[src/rtl/controle_pkg.sv]
`default_nettype none
// ============================================================================
// Module : controle_pkg
// Brief  : Register op codes, ULA codes, opcodes and state encoding.
// Rev    : 1.0
// ============================================================================
package controle_pkg;

  localparam logic [2:0] c_reg_hold   = 3'd0;
  localparam logic [2:0] c_reg_load   = 3'd1;
  localparam logic [2:0] c_reg_shiftr = 3'd2;
  localparam logic [2:0] c_reg_shiftl = 3'd3;
  localparam logic [2:0] c_reg_reset  = 3'd4;

  localparam logic [2:0] c_ula_add   = 3'd0;
  localparam logic [2:0] c_ula_sub   = 3'd1;
  localparam logic [2:0] c_ula_maior = 3'd2;
  localparam logic [2:0] c_ula_menor = 3'd3;
  localparam logic [2:0] c_ula_igual = 3'd4;
  localparam logic [2:0] c_ula_xor   = 3'd5;
  localparam logic [2:0] c_ula_and   = 3'd6;

  localparam logic [3:0] c_op_shr   = 4'd8;
  localparam logic [3:0] c_op_shl   = 4'd9;
  localparam logic [3:0] c_op_clear = 4'd15;

  typedef enum logic [3:0] {
    S_IDLE   = 4'd0,
    S_CLR    = 4'd1,
    S_LOAD_A = 4'd2,
    S_XFER   = 4'd3,
    S_LOAD_B = 4'd4,
    S_EXEC   = 4'd5,
    S_SHIFT  = 4'd6,
    S_DONE   = 4'd7,
    S_ERR    = 4'd8
  } state_t;

  function automatic logic is_ula_op(input logic [3:0] op);
    return op <= {1'b0, c_ula_and};
  endfunction

endpackage
`default_nettype wire

[src/rtl/controle_saida.sv]
`default_nettype none
// ============================================================================
// Module : controle_saida
// Brief  : Combinational decode of state/op/op_valid/abort into datapath controls.
// Rev    : 1.0
// ============================================================================
module controle_saida
  import controle_pkg::*;
#(
  parameter int CTRL_W = 4
) (
  input  state_t            state,
  input  logic [3:0]        op,
  input  logic              op_valid,
  input  logic              abort,
  output logic [CTRL_W-1:0] Tx,
  output logic [CTRL_W-1:0] Ty,
  output logic [CTRL_W-1:0] Tz,
  output logic [CTRL_W-1:0] Tula,
  output logic              op_ready,
  output logic              done,
  output logic              err
);

  function automatic logic [CTRL_W-1:0] ext(input logic [2:0] code);
    return CTRL_W'(code);
  endfunction

  always_comb begin
    Tx       = ext(c_reg_hold);
    Ty       = ext(c_reg_hold);
    Tz       = ext(c_reg_hold);
    Tula     = ext(c_ula_add);
    op_ready = 1'b0;
    done     = 1'b0;
    err      = 1'b0;
    // An abort cycle issues nothing, including the operand handshake.
    if (!abort) begin
      case (state)
        S_CLR: begin
          Tx = ext(c_reg_reset);
          Ty = ext(c_reg_reset);
          Tz = ext(c_reg_reset);
        end
        S_LOAD_A, S_LOAD_B: begin
          op_ready = 1'b1;
          if (op_valid) Tx = ext(c_reg_load);
        end
        S_XFER: Ty = ext(c_reg_load);
        S_EXEC: begin
          Tz   = ext(c_reg_load);
          Tula = ext(op[2:0]);
        end
        S_SHIFT: Ty = (op == c_op_shr) ? ext(c_reg_shiftr) : ext(c_reg_shiftl);
        S_DONE:  done = 1'b1;
        S_ERR: begin
          done = 1'b1;
          err  = 1'b1;
        end
        default: ;
      endcase
    end
  end

endmodule
`default_nettype wire

[src/rtl/sequenciador_controle.sv]
`default_nettype none
// ============================================================================
// Module : sequenciador_controle
// Brief  : Multi-cycle microsequencer driving the X/Y/Z + ULA datapath.
// Rev    : 1.0
// ============================================================================
module sequenciador_controle
  import controle_pkg::*;
#(
  parameter int CTRL_W = 4,
  parameter int AMT_W  = 4
) (
  input  logic              clk,
  input  logic              rst_n,
  input  logic              instr_valid,
  output logic              instr_ready,
  input  logic [3:0]        instr_op,
  input  logic [AMT_W-1:0]  instr_arg,
  input  logic              op_valid,
  output logic              op_ready,
  input  logic              abort,
  output logic [CTRL_W-1:0] Tx,
  output logic [CTRL_W-1:0] Ty,
  output logic [CTRL_W-1:0] Tz,
  output logic [CTRL_W-1:0] Tula,
  output logic              done,
  output logic              err
);

  state_t           r_state;
  logic [3:0]       r_op;
  logic [AMT_W-1:0] r_arg;
  logic [AMT_W-1:0] r_cnt;
  logic             w_accept;

  assign instr_ready = (r_state == S_IDLE);
  assign w_accept    = instr_valid && instr_ready;

  always_ff @(posedge clk or negedge rst_n) begin
    if (!rst_n) begin
      r_state <= S_IDLE;
      r_op    <= '0;
      r_arg   <= '0;
      r_cnt   <= '0;
    end else if (abort && (r_state != S_IDLE)) begin
      r_state <= S_IDLE;
    end else begin
      case (r_state)
        S_IDLE: begin
          if (w_accept) begin
            r_op  <= instr_op;
            r_arg <= instr_arg;
            // Counter starts at 1 so cnt==arg marks the last of arg shift cycles.
            r_cnt <= AMT_W'(1);
            if (is_ula_op(instr_op) || (instr_op == c_op_clear))
              r_state <= S_CLR;
            else if ((instr_op == c_op_shr) || (instr_op == c_op_shl))
              r_state <= (instr_arg == '0) ? S_DONE : S_SHIFT;
            else
              r_state <= S_ERR;
          end
        end
        S_CLR:    r_state <= (r_op == c_op_clear) ? S_DONE : S_LOAD_A;
        S_LOAD_A: if (op_valid) r_state <= S_XFER;
        S_XFER:   r_state <= S_LOAD_B;
        S_LOAD_B: if (op_valid) r_state <= S_EXEC;
        S_EXEC:   r_state <= S_DONE;
        S_SHIFT: begin
          if (r_cnt == r_arg) r_state <= S_DONE;
          else                r_cnt   <= r_cnt + AMT_W'(1);
        end
        S_DONE:   r_state <= S_IDLE;
        S_ERR:    r_state <= S_IDLE;
        default:  r_state <= S_IDLE;
      endcase
    end
  end

  controle_saida #(
    .CTRL_W (CTRL_W)
  ) u_saida (
    .state    (r_state),
    .op       (r_op),
    .op_valid (op_valid),
    .abort    (abort),
    .Tx       (Tx),
    .Ty       (Ty),
    .Tz       (Tz),
    .Tula     (Tula),
    .op_ready (op_ready),
    .done     (done),
    .err      (err)
  );

endmodule
`default_nettype wire

[config.mk]
export PLATFORM = sky130hd
export DESIGN_NAME = sequenciador_controle
export DESIGN_NICKNAME = d
export VERILOG_FILES = /design/src/rtl/controle_pkg.sv /design/src/rtl/controle_saida.sv /design/src/rtl/sequenciador_controle.sv
export SDC_FILE = /design/constraint.sdc
export NUM_CORES = 1
export LEC_CHECK = 0
export BUFFER_PORTS_ARGS = -buffer_cell sky130_fd_sc_hd__buf_2
export CAP_MARGIN = 0
export CELL_PAD_IN_SITES_DETAIL_PLACEMENT = 1
export CELL_PAD_IN_SITES_GLOBAL_PLACEMENT = 2
export CORE_MARGIN = 1
export CORE_UTILIZATION = 27
export DETAILED_ROUTE_END_ITERATION = 8
export PLACE_DENSITY = 0.7
export SETUP_SLACK_MARGIN = 0.4
export SKIP_CTS_REPAIR_TIMING = 1
export SLEW_MARGIN = 15
export SYNTH_ARGS = -nofsm -noshare
export SYNTH_HDL_FRONTEND = slang
export SYNTH_SLANG_ARGS = --single-unit
export TNS_END_PERCENT = 1
[constraint.sdc]
create_clock -name clk -period 1.75 [get_ports clk]
set_input_delay 0.2625 -clock clk [delete_from_list [all_inputs] [get_ports clk]]
set_output_delay 0.2625 -clock clk [all_outputs]
set_load 0.005 [all_outputs]
==> flow_summary.json, run 1 <==
{
  "run_status": "complete, but fails checks",
  "violations": "setup timing",
  "hold_path_startpoint": "instr_arg[1]",
  "final_std_cell_area_no_fill_sq_mm": 0.00152,
  "grt_overflow": 0,
  "pin_count_of_the_biggest_net_entering_global_routing": 17,
  "postPlaceCellArea_sq_mm": 0.00136,
  "placementRows": 23,
  "cts_sink_count": 16,
  "max-cap-violations": 0,
  "synth-compound-area-share_pct": 15.0,
  "worst-r2r-cell-count": 5,
  "r2r_start": "r_state[2]$_DFFE_PN0P_",
  "placedCellCount": 202,
  "setup-violations-final": 3,
  "synth-simple-area-share_pct": 22.4,
  "fillers": 494,
  "syn-cell-area_sq_mm": 0.00117,
  "cts_tree": "yes",
  "drc": 0,
  "port_buffers": 26,
  "n_antenna_cell": 0,
  "crit-reg2reg-capture": "r_op[0]$_DFFE_PN0P_",
  "detail_route.wirelength_microns": 3100,
  "vias_per_cell": 4.92,
  "design.die.area_sq_mm": 0.00461,
  "synth_top_family_by_area": "simple AND/OR/NAND/NOR gates",
  "power-per-cell-area_mw_per_mm2": 1380,
  "die_h_microns": 67.9,
  "synthTopCellsByArea": "sky130_fd_sc_hd__dfrtp_1, sky130_fd_sc_hd__mux2_2, sky130_fd_sc_hd__buf_4",
  "cts.root.buffer_cell": "sky130_fd_sc_hd__clkbuf_8",
  "setup_repair_after_global_routing_missed_its_margin": "yes",
  "nets": 178,
  "timing.hold.worst_endpoint": "r_arg[1]$_DFFE_PN0P_",
  "worst_hold_path_type": "in -> reg",
  "synth-async-reset-ratio_pct": 100,
  "finalHoldViolations": 0,
  "finalPower_mw": 2.09,
  "synth-edff-count": 0,
  "path_clk_slew_ns": 0.07,
  "synthXorXnorAreaFrac_pct": 4.48,
  "leading_cell_type_by_number_of_instances_after_synthesis": "sky130_fd_sc_hd__dfrtp_1",
  "reg2reg_slack_ns": 0.06,
  "final_critical_path_setup_slack_ns": -0.108,
  "setup.worst_path.start_class": "register",
  "area_delta_synth_final_pct": 29.8,
  "insertion_delay_of_the_later_clocked_pin_in_the_worst_skew_pair_ns": 0.25,
  "cts_max_level": 1,
  "instances_no_fill": 213,
  "timing.hold.worst_path_depth": 2,
  "routed_via_count": 1049,
  "first_global_vias": 1062,
  "crit_path_end_kind": "primary output",
  "timing.clock.skew_ns": 0.00443,
  "yosys_register_bits": 16,
  "ctsLongestPathBuffers": 2,
  "initial_antenna_violation_count": 0,
  "synth_area_leader_cell": "sky130_fd_sc_hd__dfrtp_1",
  "worstSetupPathType": "reg -> out",
  "die-width_microns": 67.9,
  "main_flop_type_after_synthesis": "sky130_fd_sc_hd__dfrtp_1",
  "global_route_wire_length_before_repair_microns": 5000,
  "yosys_warnings": 0,
  "start_util_pct": 28.7,
  "grt.total_usage_pct": 14.7,
  "most_frequent_cells_after_synthesis": "sky130_fd_sc_hd__dfrtp_1, sky130_fd_sc_hd__buf_4, sky130_fd_sc_hd__mux2_2",
  "drt_first_iter_violations": 27,
  "yosysSeqAreaShare_pct": 34.2,
  "synth_adder_area_share_pct": 1.07,
  "crit_path_max_fanout": 8,
  "max_slew_vio_count": 0,
  "required_time_reported_for_the_critical_path_endpoint_ns": 1.49,
  "synth_mux_area_share_pct": 10.2,
  "final_ant_viol_nets": 0,
  "yosysUniqueCellTypes": 43,
  "gp_congestion": 0.816,
  "final_min_period_over_clock_period_pct": 106,
  "vdd_drop_max_mv": 0.701,
  "total_leakage_power_nw": 0.714,
  "max_clock_freq_mhz": 538,
  "syn-mean-instance-area_sq_um": 9.45,
  "routed_len_inst_microns": 14.5,
  "drive_gt1_share_pct": 42.3,
  "arrival_time_worst_endpoint_ns": 1.60,
  "synth_cells": 124,
  "layout_min_cycle_time_ns": 1.86,
  "drt_pass1_iterations": 4,
  "io-pin-count": 33,
  "cts_inserted_buffers": 3,
  "hold_ws_ns": 0.264,
  "dpl_worst_slack_ns": 0.0430,
  "core_region_area_sq_mm": 0.00409,
  "detailedPlacementHpwl_microns": 2370,
  "post-synth-top-area-fraction_pct": 34.2
}
-- report_power, final --
| part | switching, mW | internal (mW) |
|---|---|---|
| combinational | 0.523 | 0.585 |
| sequential | 0.140 | 0.518 |
| clock | 0.127 | 0.199 |
| total | 0.791 | 1.30 |
-- cell type report --
class                           count  area [sq um]  share of cell area [%]
Inverter                            6          22.5                    1.48
Tap cell                           50          62.6                    4.11
Clock buffer                        4          55.1                    3.62
Multi-Input combinational cell     91           688                    45.2
Sequential cell                    16           403                    26.5
Timing Repair Buffer               46           290                    19.1
-- worst max-delay path: stages, from the launching register on --
cell	delay (ns)
sky130_fd_sc_hd__dfrtp_1	0.44
sky130_fd_sc_hd__buf_6	0.16
sky130_fd_sc_hd__or3b_4	0.37
sky130_fd_sc_hd__nor2_1	0.11
sky130_fd_sc_hd__a31oi_1	0.05
sky130_fd_sc_hd__nor2_1	0.11
sky130_fd_sc_hd__buf_2	0.12
-- cell usage in the layout, fill, tap and decap left out, types with 2 or more instances in the layout --
cell type,n
sky130_fd_sc_hd__a21oi_1,4
sky130_fd_sc_hd__and2_1,5
sky130_fd_sc_hd__and3_1,2
sky130_fd_sc_hd__and4_1,2
sky130_fd_sc_hd__buf_2,26
sky130_fd_sc_hd__buf_4,17
sky130_fd_sc_hd__buf_6,2
sky130_fd_sc_hd__clkbuf_8,4
sky130_fd_sc_hd__conb_1,6
sky130_fd_sc_hd__dfrtp_1,14
sky130_fd_sc_hd__dfrtp_2,2
sky130_fd_sc_hd__inv_1,6
sky130_fd_sc_hd__mux2_2,8
sky130_fd_sc_hd__mux2i_1,3
sky130_fd_sc_hd__nand2_1,5
sky130_fd_sc_hd__nand2b_1,2
sky130_fd_sc_hd__nand4b_1,2
sky130_fd_sc_hd__nor2_1,6
sky130_fd_sc_hd__o211ai_1,5
sky130_fd_sc_hd__o21ai_0,5
sky130_fd_sc_hd__o31ai_1,3
sky130_fd_sc_hd__o41ai_1,2
sky130_fd_sc_hd__or4_1,3
sky130_fd_sc_hd__xor2_1,5
-- how the worst max path moves through the flow --
stage,from,slack [ns],to
floorplan,r_state[3]$_DFFE_PN0P_,0.03,r_cnt[2]$_DFFE_PN0P_
global placement,r_state[2]$_DFFE_PN0P_,0.11,done
detailed placement,r_state[1]$_DFFE_PN0P_,0.04,r_cnt[2]$_DFFE_PN0P_
CTS,r_state[3]$_DFFE_PN0P_,-0.21,done
global route,r_state[2]$_DFFE_PN0P_,-0.16,done
finish,r_state[2]$_DFFE_PN0P_,-0.11,done
-- flip-flops by register name (all words and copies together) (netlist names) --
register and flops:
r_cnt 4, r_state 4, r_op 4, r_arg 4
-- per-stage QoR --
step,TNS [ns],utilization [%]
final,-0.209,37.2
after global routing,-1.05,37.2
after CTS,-0.880,34.6
after detailed placement,0,33.3
after global placement,0,33.3
after floorplan,0,-
-- kinds of logic after synthesis --
group | Yosys count
buffers and inverters | 22
adder cells (fa/ha/maj) | 1
flip-flops | 16
XOR/XNOR | 6
AO/OA/AOI/OAI | 26
multiplexers | 11
other | 1
AND/OR/NAND/NOR | 41
-- per-layer routing --
metal | GRT usage (%) | up-vias | part of all wire (%)
met5 | 0 | - | 0
met4 | 5.73 | 0 | 0.94
met3 | 2.00 | 4 | 4.0
met2 | 24.4 | 28 | 49
met1 | 19.2 | 501 | 46
li1 | - | 516 | -
No activity file was read; power rests on OpenSTA's default activity.
==> run 2: changes to the inputs <==
--- a/config.mk
+++ b/config.mk
@@ -5,7 +5,7 @@
 export SDC_FILE = /design/constraint.sdc
 export NUM_CORES = 1
 export LEC_CHECK = 0
-export BUFFER_PORTS_ARGS = -buffer_cell sky130_fd_sc_hd__buf_2
+export BUFFER_PORTS_ARGS = -buffer_cell sky130_fd_sc_hd__buf_4
 export CAP_MARGIN = 0
 export CELL_PAD_IN_SITES_DETAIL_PLACEMENT = 1
 export CELL_PAD_IN_SITES_GLOBAL_PLACEMENT = 2
==> flow_summary.json, run 2 (synthesis gave the netlist of run 1 again) <==
{
  "run_status": "complete, but fails checks",
  "violations": "setup timing",
  "pwr-share-seq_pct": 29.6,
  "area_delta_synth_final_pct": 36.4,
  "switching_share_pct": 37.3,
  "max-cap-violations": 0,
  "required_time_reported_for_the_critical_path_endpoint_ns": 1.49,
  "routed_via_count": 1066,
  "cts_sink_count": 16,
  "first_global_vias": 1064,
  "port_buffers": 26,
  "crit-reg2reg-capture": "r_cnt[2]$_DFFE_PN0P_",
  "nets": 178,
  "total_leakage_power_nw": 0.736,
  "final_min_period_over_clock_period_pct": 102,
  "reg2reg_slack_ns": -0.04,
  "start_util_pct": 28.7,
  "final_core_utilization_pct": 39.1,
  "critPathTopFamily": "simple AND/OR/NAND/NOR gates",
  "cts_max_level": 1,
  "cts_tree": "yes",
  "instances_no_fill": 213,
  "cell_internal_pwr_mw": 1.36,
  "hold_ws_ns": 0.259,
  "die-width_microns": 67.9,
  "setup_repair_after_global_routing_missed_its_margin": "yes",
  "finalPower_mw": 2.17,
  "placedCellCount": 202,
  "cp_common_cell": "sky130_fd_sc_hd__buf_4",
  "drc": 0,
  "io-pin-count": 33,
  "routed_len_inst_microns": 14.8,
  "clockPowerShare_pct": 15.0,
  "setup.worst_path.start_class": "register",
  "cts.root.buffer_cell": "sky130_fd_sc_hd__clkbuf_8",
  "n_antenna_cell": 0,
  "path_clk_slew_ns": 0.07,
  "max_slew_vio_count": 0,
  "drt_first_iter_violations": 20,
  "most_common_cell_after_layout_fill_and_taps_aside": "sky130_fd_sc_hd__buf_4",
  "grt_overflow": 0,
  "detailedPlacementHpwl_microns": 2400,
  "vdd_drop_max_mv": 0.538,
  "finalHoldViolations": 0,
  "crit_buf_inv": 2,
  "fillers": 487,
  "detail_route.wirelength_microns": 3150,
  "insertion_delay_of_the_later_clocked_pin_in_the_worst_skew_pair_ns": 0.25,
  "timing.clock.skew_ns": 0.00449,
  "core_region_area_sq_mm": 0.00409,
  "setup-violations-final": 3,
  "arrival_time_worst_endpoint_ns": 1.53,
  "layout_min_cycle_time_ns": 1.79,
  "timing.hold.worst_endpoint": "r_arg[2]$_DFFE_PN0P_",
  "pin_count_of_the_biggest_net_entering_global_routing": 17,
  "placementRows": 23,
  "postPlaceCellArea_sq_mm": 0.00143,
  "hold_path_startpoint": "instr_arg[2]",
  "cp_cell_sequence": "buf_4 -> or3b_4 -> nor2_2 -> a31oi_1 -> nor2_1 -> buf_4",
  "critical_path.max_stage_delay_ns": 0.40,
  "gp_congestion": 0.801,
  "vias_per_cell": 5.00,
  "worst_hold_path_type": "in -> reg",
  "timing.hold.worst_path_depth": 2,
  "worst-r2r-cell-count": 3,
  "final_std_cell_area_no_fill_sq_mm": 0.00160,
  "crit_slowest_cell": "sky130_fd_sc_hd__dfrtp_1",
  "global_route_wire_length_before_repair_microns": 5210,
  "die_h_microns": 67.9,
  "layout.cells.most_common_list": "sky130_fd_sc_hd__buf_4, sky130_fd_sc_hd__dfrtp_1, sky130_fd_sc_hd__mux2_2",
  "drive_gt1_share_pct": 41.1,
  "power-per-cell-area_mw_per_mm2": 1360,
  "r2r_start": "r_state[0]$_DFFE_PN0P_",
  "ctsLongestPathBuffers": 2,
  "crit_path_end_kind": "primary output",
  "power.net_switching_mw": 0.809,
  "initial_antenna_violation_count": 0,
  "p_comb_share_pct": 55.4,
  "grt.total_usage_pct": 15.1,
  "final_critical_path_setup_slack_ns": -0.0378,
  "cts_inserted_buffers": 3,
  "design.die.area_sq_mm": 0.00461,
  "final_ant_viol_nets": 0,
  "crit_path_max_fanout": 8,
  "max_clock_freq_mhz": 559,
  "drt_pass1_iterations": 4,
  "worstSetupPathType": "reg -> out"
}
[run 2: per-stage QoR]
step                      TNS (ns)  setup WS (ns)
after floorplan                  0         0.0330
after global placement           0          0.102
after detailed placement  -0.00101       -0.00101
after CTS                   -0.690         -0.178
after global routing        -0.912         -0.142
final                      -0.0941        -0.0378
[run 2: power by group through the flow]
stage	Clock, mW	Combinational, mW	Sequential (mW)
3_5_place_dp	0	1.03	0.636
4_1_cts	0.340	1.04	0.629
5_1_grt	0.364	1.33	0.668
6_report	0.326	1.20	0.643
3_3_place_gp	0	1.00	0.630
2_1_floorplan	0	0.714	0.608
[run 2: how the worst max path moves through the flow]
| stage | startpoint | endpoint | cells past startpoint |
|---|---|---|---|
| global placement | abort | r_cnt[2]$_DFFE_PN0P_ | 4 |
| detailed placement | abort | r_cnt[2]$_DFFE_PN0P_ | 4 |
| global route | r_state[2]$_DFFE_PN0P_ | Ty[0] | 5 |
| finish | r_state[2]$_DFFE_PN0P_ | done | 6 |
| floorplan | r_state[3]$_DFFE_PN0P_ | r_cnt[2]$_DFFE_PN0P_ | 5 |
| CTS | r_state[0]$_DFFE_PN0P_ | done | 6 |
[run 2: routing by layer]
metal | part of all wire, % | GRT usage [%] | up-vias
met1 | 45 | 19.6 | 522
met5 | 0 | 0 | -
met2 | 50 | 25.4 | 21
met3 | 3.5 | 2.17 | 2
li1 | - | - | 521
met4 | 0.73 | 5.47 | 0
[run 2: cell type report]
class	instances	area [sq um]	area share, %
inverters	6	22.5	1.41
multi-input cells	91	682	42.6
well taps	50	62.6	3.91
repair buffers	46	377	23.6
flip-flops and latches	16	400	25.0
clock buffers	4	55.1	3.44
[run 2: worst reg2reg max path, delay by kind of cell, from the launching register on]
| family | cells | cell delay, ns |
|---|---|---|
| AO/OA/AOI/OAI | 1 | 0.17 |
| flip-flops | 1 | 0.41 |
| AND/OR/NAND/NOR | 2 | 1.14 |
==> run 3: changes to the inputs <==
--- a/config.mk
+++ b/config.mk
@@ -10,9 +10,9 @@
 export CELL_PAD_IN_SITES_DETAIL_PLACEMENT = 1
 export CELL_PAD_IN_SITES_GLOBAL_PLACEMENT = 2
 export CORE_MARGIN = 1
-export CORE_UTILIZATION = 27
+export CORE_UTILIZATION = 33
 export DETAILED_ROUTE_END_ITERATION = 8
-export PLACE_DENSITY = 0.7
+export PLACE_DENSITY = 0.81
 export SETUP_SLACK_MARGIN = 0.4
 export SKIP_CTS_REPAIR_TIMING = 1
 export SLEW_MARGIN = 15
==> constraint.sdc (replaced) <==
create_clock -name clk -period 2.14 [get_ports clk]
set_input_delay 0.321 -clock clk [delete_from_list [all_inputs] [get_ports clk]]
set_output_delay 0.321 -clock clk [all_outputs]
set_load 0.005 [all_outputs]
==> flow_summary.json, run 3 (synthesis gave the netlist of run 1 again) <==
{
  "cts_max_level": 1,
  "drive_gt1_share_pct": 38.7,
  "crit_path_max_fanout": 7,
  "grt.total_usage_pct": 17.0,
  "final_ant_viol_nets": 0,
  "die_h_microns": 61.6,
  "max_clock_freq_mhz": 493,
  "cell_internal_pwr_mw": 0.984,
  "totalNegativeSetupSlack_ns": 0,
  "most_crowded_layer_after_global_routing": "met2",
  "clockPowerShare_pct": 12.8,
  "final_min_period_over_clock_period_pct": 94.8,
  "first_global_vias": 1000,
  "drt_first_iter_violations": 23,
  "die-width_microns": 61.6,
  "timing.clock.skew_ns": 0.00559,
  "crit_path_end_kind": "primary output",
  "pin_count_of_the_biggest_net_entering_global_routing": 17,
  "cts.root.buffer_cell": "sky130_fd_sc_hd__clkbuf_4",
  "switching_share_pct": 39.2,
  "run_status": "completed",
  "layout.cells.most_common_list": "sky130_fd_sc_hd__buf_4, sky130_fd_sc_hd__dfrtp_1, sky130_fd_sc_hd__mux2_2",
  "reg2reg_slack_ns": 0.34,
  "initial_antenna_violation_count": 0,
  "drt_pass1_iterations": 4,
  "finalPower_mw": 1.62,
  "global_route_wire_length_before_repair_microns": 4640,
  "cts_tree": "yes",
  "detailedPlacementHpwl_microns": 2220,
  "fillers": 414,
  "timing.hold.worst_endpoint": "r_arg[1]$_DFFE_PN0P_",
  "grtUsageMet3_pct": 5.04,
  "n_antenna_cell": 0,
  "routed_via_count": 1047,
  "hold_path_startpoint": "instr_arg[1]",
  "placementRows": 21,
  "finalHoldViolations": 0,
  "routed_len_inst_microns": 15.0,
  "design.die.area_sq_mm": 0.00380,
  "layout_min_cycle_time_ns": 2.03,
  "required_time_reported_for_the_critical_path_endpoint_ns": 1.82,
  "power-per-cell-area_mw_per_mm2": 1090,
  "nets": 170,
  "area_delta_synth_final_pct": 27.1,
  "timing.hold.worst_path_depth": 2,
  "grt_overflow": 0,
  "cts_sink_count": 16,
  "vias_per_cell": 5.21,
  "setup_repair_after_global_routing_missed_its_margin": "yes",
  "ctsLongestPathBuffers": 2,
  "io-pin-count": 33,
  "grtUsageMet2_pct": 26.4,
  "vdd_drop_max_mv": 0.509,
  "final_std_cell_area_no_fill_sq_mm": 0.00149,
  "most_common_cell_after_layout_fill_and_taps_aside": "sky130_fd_sc_hd__buf_4",
  "pwr-share-seq_pct": 34.7,
  "arrival_time_worst_endpoint_ns": 1.71,
  "drc": 0,
  "use_met1_pct": 22.9,
  "gp_congestion": 0.884,
  "postPlaceCellArea_sq_mm": 0.00136,
  "start_util_pct": 34.9,
  "core_region_area_sq_mm": 0.00336,
  "p_comb_share_pct": 52.6,
  "crit-reg2reg-capture": "r_cnt[2]$_DFFE_PN0P_",
  "worstSetupPathType": "reg -> out",
  "cts_inserted_buffers": 3,
  "setup-violations-final": 0,
  "r2r_start": "r_state[3]$_DFFE_PN0P_",
  "worst_hold_path_type": "in -> reg",
  "port_buffers": 26,
  "insertion_delay_of_the_later_clocked_pin_in_the_worst_skew_pair_ns": 0.29,
  "setup.worst_path.start_class": "register",
  "total_leakage_power_nw": 0.674,
  "detail_route.wirelength_microns": 3020,
  "power.net_switching_mw": 0.634,
  "path_clk_slew_ns": 0.10,
  "max-cap-violations": 0,
  "worst-r2r-cell-count": 3,
  "max_slew_vio_count": 0
}
run 3: cell types whose count changed in the layout (fill, tap and decap cells not counted), sizes merged:
cell    previous run  this run
buf               44        37
clkbuf             5         4
run 3: power groups by stage:
stage               combinational (mW)  sequential (mW)  clock (mW)
finish                           0.851            0.561       0.206
detailed placement               0.742            0.562           0
floorplan                        0.584            0.497           0
CTS                              0.746            0.556       0.214
global route                     0.935            0.576       0.226
global placement                 0.725            0.553           0
run 3: per-layer routing:
metal / vias up / share of wire [%]
met2: 20 / 50
met1: 517 / 45
met3: 7 / 3.6
met5: - / 0
li1: 503 / -
met4: 0 / 1.4
run 3: worst max path at each step:
stage               slack, ns              startpoint  cells past startpoint                    to
floorplan                0.40                   abort                      5  r_cnt[2]$_DFFE_PN0P_
global placement         0.34                   abort                      4  r_cnt[2]$_DFFE_PN0P_
detailed placement       0.33                   abort                      4  r_cnt[2]$_DFFE_PN0P_
CTS                     0.004  r_state[0]$_DFFE_PN0P_                      6                  done
global route             0.05  r_state[2]$_DFFE_PN0P_                      6                  done
finish                   0.11  r_state[2]$_DFFE_PN0P_                      5                 Ty[0]
run 3: cell type report:
type                       instances  area (sq um)  area share [%]
timing repair buffer              38           299            20.1
tap                               46          57.6            3.86
multi-input combinational         91           669            44.9
inverter                           6          22.5            1.51
sequential                        16           405            27.2
clock buffer                       4          36.3            2.43
run 3: through the flow:
step	hold WS (ns)	instances	utilization [%]	worst slack, ns
floorplan	0.0254	129	-	0.404
global placement	0.192	190	40.4	0.342
detailed placement	0.195	190	40.4	0.326
CTS	-0.136	194	41.5	0.00404
global route	0.253	201	44.3	0.0478
finish	0.263	201	44.3	0.112
run 3: worst max-delay path, cell delays in order (launching register included):
cell                      delay [ns]
sky130_fd_sc_hd__dfrtp_2        0.47
sky130_fd_sc_hd__buf_8          0.15
sky130_fd_sc_hd__buf_4          0.15
sky130_fd_sc_hd__mux2_2         0.28
sky130_fd_sc_hd__nor4b_4        0.22
sky130_fd_sc_hd__buf_4          0.15
